### src/rtl/bin_to_bcd_seq.sv
// Sequential binary-to-BCD converter (double dabble), one bit per cycle.
// Optional two's-complement input, sign/magnitude result, sticky overflow.
module bin_to_bcd_seq #(
   parameter int LARGURA = 16,
   parameter int DIGITOS = 5
) (
   input  logic                   clock,
   input  logic                   reset_n,
   input  logic                   inicio,
   input  logic [LARGURA-1:0]     dado,
   input  logic                   com_sinal,
   output logic                   ocupado,
   output logic                   pronto,
   output logic [4*DIGITOS-1:0]   bcd,
   output logic                   negativo,
   output logic                   estouro
);

   localparam int CW = $clog2(LARGURA + 1);
   localparam int BW = 4 * DIGITOS;

   typedef enum logic {
      OCIOSO,
      CONVERTE
   } estado_t;

   estado_t            estado_q, estado_d;
   logic [CW-1:0]      cnt_q, cnt_d;
   logic [LARGURA-1:0] shr_q, shr_d;
   logic [BW-1:0]      dig_q, dig_d;
   logic               sinal_q, sinal_d;
   logic               ovf_q, ovf_d;
   logic [BW-1:0]      bcd_q, bcd_d;
   logic               neg_q, neg_d;
   logic               est_q, est_d;
   logic               pronto_q, pronto_d;

   logic               neg_in;
   logic [LARGURA-1:0] mag_in;
   logic [BW-1:0]      adj;
   logic [BW-1:0]      sh_dig;
   logic [LARGURA-1:0] sh_shr;
   logic               out_bit;

   assign neg_in = com_sinal & dado[LARGURA-1];
   assign mag_in = neg_in ? (-dado) : dado;

   // Add-3 correction on every working digit that is 5 or more
   always_comb begin
      adj = dig_q;
      for (int k = 0; k < DIGITOS; k++) begin
         if (dig_q[4*k +: 4] >= 4'd5) begin
            adj[4*k +: 4] = dig_q[4*k +: 4] + 4'd3;
         end
      end
   end

   assign out_bit = adj[BW-1];
   assign sh_dig  = {adj[BW-2:0], shr_q[LARGURA-1]};
   assign sh_shr  = {shr_q[LARGURA-2:0], 1'b0};

   // Next-state: accept in idle, one shift step per cycle while converting
   always_comb begin
      estado_d = estado_q;
      cnt_d    = cnt_q;
      shr_d    = shr_q;
      dig_d    = dig_q;
      sinal_d  = sinal_q;
      ovf_d    = ovf_q;
      bcd_d    = bcd_q;
      neg_d    = neg_q;
      est_d    = est_q;
      pronto_d = 1'b0;
      unique case (estado_q)
         OCIOSO: begin
            if (inicio) begin
               shr_d    = mag_in;
               dig_d    = '0;
               ovf_d    = 1'b0;
               cnt_d    = CW'(LARGURA);
               sinal_d  = neg_in & (mag_in != '0);
               estado_d = CONVERTE;
            end
         end
         CONVERTE: begin
            dig_d = sh_dig;
            shr_d = sh_shr;
            ovf_d = ovf_q | out_bit;
            cnt_d = cnt_q - 1'b1;
            if (cnt_q == CW'(1)) begin
               bcd_d    = sh_dig;
               neg_d    = sinal_q;
               est_d    = ovf_q | out_bit;
               pronto_d = 1'b1;
               estado_d = OCIOSO;
            end
         end
         default: estado_d = OCIOSO;
      endcase
   end

   // State and result registers, cleared by asynchronous reset
   always_ff @(posedge clock or negedge reset_n) begin
      if (!reset_n) begin
         estado_q <= OCIOSO;
         cnt_q    <= '0;
         shr_q    <= '0;
         dig_q    <= '0;
         sinal_q  <= 1'b0;
         ovf_q    <= 1'b0;
         bcd_q    <= '0;
         neg_q    <= 1'b0;
         est_q    <= 1'b0;
         pronto_q <= 1'b0;
      end else begin
         estado_q <= estado_d;
         cnt_q    <= cnt_d;
         shr_q    <= shr_d;
         dig_q    <= dig_d;
         sinal_q  <= sinal_d;
         ovf_q    <= ovf_d;
         bcd_q    <= bcd_d;
         neg_q    <= neg_d;
         est_q    <= est_d;
         pronto_q <= pronto_d;
      end
   end

   assign ocupado  = (estado_q == CONVERTE);
   assign pronto   = pronto_q;
   assign bcd      = bcd_q;
   assign negativo = neg_q;
   assign estouro  = est_q;

endmodule

### config.mk
export PLATFORM = sky130hd
export DESIGN_NAME = bin_to_bcd_seq
export DESIGN_NICKNAME = d
export VERILOG_FILES = /design/src/rtl/bin_to_bcd_seq.sv
export SDC_FILE = /design/constraint.sdc
export NUM_CORES = 1
export LEC_CHECK = 0
export BUFFER_PORTS_ARGS = -buffer_cell sky130_fd_sc_hd__buf_4
export CORE_ASPECT_RATIO = 1.25
export CORE_MARGIN = 2
export CORE_UTILIZATION = 58
export CTS_CLUSTER_SIZE = 20
export DETAILED_ROUTE_END_ITERATION = 12
export HOLD_SLACK_MARGIN = 0.15
export PLACE_DENSITY = 0.87
export SLEW_MARGIN = 20
export SYNTH_ARGS = -nofsm -noshare
export SYNTH_HDL_FRONTEND = slang
export SYNTH_SLANG_ARGS = --single-unit
### constraint.sdc
create_clock -name clock -period 1.7 [get_ports clock]
set_input_delay 0.17 -clock clock [delete_from_list [all_inputs] [get_ports clock]]
set_output_delay 0.17 -clock clock [all_outputs]
set_load 0.05 [all_outputs]
==> results.ini <==
[outcome]
status = complete, no violations

[worst_setup_path]
cp_top_family = simple AND/OR/NAND/NOR gates
required_ns = 1.94
rrSetupSlack_ns = 0.002
crit_buf_inv = 1
crit_start = dig_q[8]
rr_worst_depth = 8
critPathKind = reg2reg
end_kind = register
critPathArrivalTime_ns = 1.94
cp_slowest_cell = dfrtp_1
slowest_delay_ns = 0.39
crit_chain = inv_1 > ha_1 > nor2b_2 > nor2b_1 > nor2_2 > xnor2_1 > nor2_1 > a31o_2
rr_startpoint = dig_q[8]
cp_max_fo = 4
cp-start-kind = register
reg2reg_to = dig_q[9]

[routing]
via_per_inst = 5.744
wire_per_inst_um = 15.26
firstDrtPassIters = 4
drtIter0Drc = 209
routed-via-count = 3159
ant_nets = 0
drc = 0
wl_um = 8394

[global_routing]
grt_pass1_vias = 3074
grtUsageMet1 = 0.3146
grt_max_degree = 33
gr-total-overflow = 0
antenna_found_initial = 0
grt_pass1_wl_um = 13990
grt.total_usage = 0.2690
grt_most_used_layer = met2
grtUsageMet2 = 0.4535
grt_use_met3 = 0.05550

[synthesis]
syn_area_um2 = 3617
synth_cell_types = 44
ys_seq_elements = 67
syn_nets = 433
synth_edf_count = 0
ys_seq_area_frac = 0.4635
ys.flop_type = dfrtp_1
syn_avg_cell_area_um2 = 9.066
synth_warnings = 0
synthCells = 399
async_reset_ff_frac = 1.000

[power_and_ir_drop]
p_int_uw = 4336
p_clk_frac = 0.135
p_seq_frac = 0.362
ir_drop_mv = 0.7225
switching_share = 0.4525
switching_power_uw = 3584
cellPowerDensity_nw_per_um2 = 1792
power_leakage_uw = 0.002043
combPwrFrac = 0.504

[cts]
clockRootBuffer = clkbuf_8
post_cts_buffers = 0
cts.sinks = 67
cts_tree = done
h-tree-depth = 3
clockBufferDepth = 2
cts_made_buffers = 9
cts.clk_slew.worst_paths_ns = 0.07
clkLatencyLatePin_ns = 0.34

[sta]
setup_slack_ns = 0.001626
hold_ws_ns = 0.2272
period_share = 0.9990
max_freq_ghz = 0.5888
rsz0062_at_grt = true
period_minus_slack_ns = 1.698
relSlewSlack = 0.7122
finalSetupViolCount = 0
tns_ns = 0
fin_skew_ns = 0.009882
hold_viol = 0
slew_viol_final = 0
tightest_slew_ns = 0.4301

[worst_hold_path]
hold_depth = 4
hp-class = in2reg
hold_end = shr_q[0]
min_from = dado[0]

[cells_and_area]
area_growth_pct = 22.21
finalNetCount = 496
drive_gt1_frac = 0.2344
insertedDiodeCount = 0
finalInstanceArea_um2 = 4420

[floorplan]
die_area_um2 = 6888
die_y_um = 92.30
core_um2 = 6086
die_width_um = 74.64
ios = 44
row_count = 32
start_util = 0.5944

[place]
placed_area_um2 = 4223
dp_slack_ns = -0.2406
portBuffers = 43
globalplace.congestion = 0.9073
detailedPlacementHpwl_um = 5879

[flow_run]
max_cap_violations = 0

## sequential cells by signal (all words and copies together), names as in the netlist
register  flops
cnt_q         5
estouro       1
pronto        1
dig_q        20
shr_q        16
ovf_q         1
sinal_q       1
negativo      1
bcd          20
ocupado       1
## per-stage QoR
step                std cells  utilization  total power [uW]
detailed placement        534       0.6939              6751
CTS                       550       0.7220              7856
floorplan                 399            -              5584
finish                    550       0.7264              7920
global placement          534       0.6939              6519
global route              550       0.7264              8489
## worst max path at each step
stage                          end  slack (ns)  cells past startpoint
after global placement     sinal_q       -0.11                      9
after floorplan            sinal_q        0.07                      8
after global routing      dig_q[9]       -0.08                      8
after CTS                 dig_q[9]       0.007                      8
final                     dig_q[9]       0.002                      8
after detailed placement   sinal_q       -0.24                      9
## kinds of logic (layout without fill, tap and decap cells)
logic type | Yosys count | in the layout | synth area share
adder cells (fa/ha/maj) | 14 | 14 | 0.04843
multiplexers | 15 | 15 | 0.04324
AND/OR/NAND/NOR | 136 | 136 | 0.1785
buffers and inverters | 38 | 104 | 0.03943
AO/OA/AOI/OAI | 109 | 109 | 0.1785
flip-flops | 67 | 67 | 0.4635
XOR/XNOR | 20 | 20 | 0.04843
## cell type report
type	count	area (um^2)
Fill cell	455	1665
Clock inverter	3	17.52
Clock buffer	11	131.4
Timing Repair Buffer	72	583.1
Tap cell	85	106.4
Inverter	18	67.56
Sequential cell	67	1678
Multi-Input combinational cell	294	1837
## timing repair
item	4_1_cts	5_1_grt
hold buffers	2	0
hold endpoints to repair	70	0
resized for setup	1	7
setup endpoints to repair	2	11
## layout by cell type (no fill, tap or decap), drive strengths merged, types with 2 or more instances in the layout
| master | count |
|---|---|
| buf | 70 |
| nand2 | 69 |
| dfrtp | 67 |
| o21ai | 46 |
| nor2 | 27 |
| a21oi | 24 |
| inv | 18 |
| ha | 14 |
| xnor2 | 12 |
| clkbuf | 11 |
| o22ai | 10 |
| mux2i | 10 |
| o31ai | 10 |
| nor3b | 8 |
| nor3 | 8 |
| xor2 | 8 |
| nand2b | 5 |
| mux2 | 5 |
| a211oi | 4 |
| a21o | 4 |
| nor4 | 4 |
| a31o | 3 |
| nand3 | 3 |
| o211ai | 2 |
| and2 | 2 |
| and3 | 2 |
| clkinv | 2 |
| dlygate4sd3 | 2 |
| nor2b | 2 |
## power by group through the flow
stage	Combinational [uW]	Clock [uW]	Sequential, uW
3_5_place_dp	3900	0	2850
5_1_grt	4380	1170	2950
4_1_cts	3950	1070	2830
3_3_place_gp	3720	0	2800
2_1_floorplan	2090	0	3500
6_report	3990	1070	2860
## routing by layer
metal	up-vias	routed length (um)
met5	-	0
met3	35	312
met2	109	4384
met4	0	383
met1	1511	3314
li1	1504	-
## worst min-delay path: cells and delay by family
kind	cells	cell delay [ns]
buffers and inverters	2	0.21
multiplexers	1	0.06
AND/OR/NAND/NOR	1	0.08
## Yosys cell counts, types with 3 or more instances
cell / instances / share of area
a31o_2: 3 / 0.0073
dfrtp_1: 67 / 0.46
a21o_1: 4 / 0.0083
o22ai_1: 10 / 0.017
clkbuf_1: 19 / 0.020
inv_1: 17 / 0.018
nor2_1: 26 / 0.027
nand2b_1: 5 / 0.0086
o21ai_0: 46 / 0.064
nand2_1: 69 / 0.072
xor2_1: 8 / 0.019
a211oi_1: 4 / 0.0083
mux2_2: 5 / 0.016
mux2i_1: 10 / 0.028
a21oi_1: 24 / 0.033
o31ai_1: 9 / 0.019
nor3_1: 8 / 0.011
nor3b_1: 8 / 0.017
ha_1: 14 / 0.048
xnor2_1: 12 / 0.029
Power figures use the tool's default switching activity.
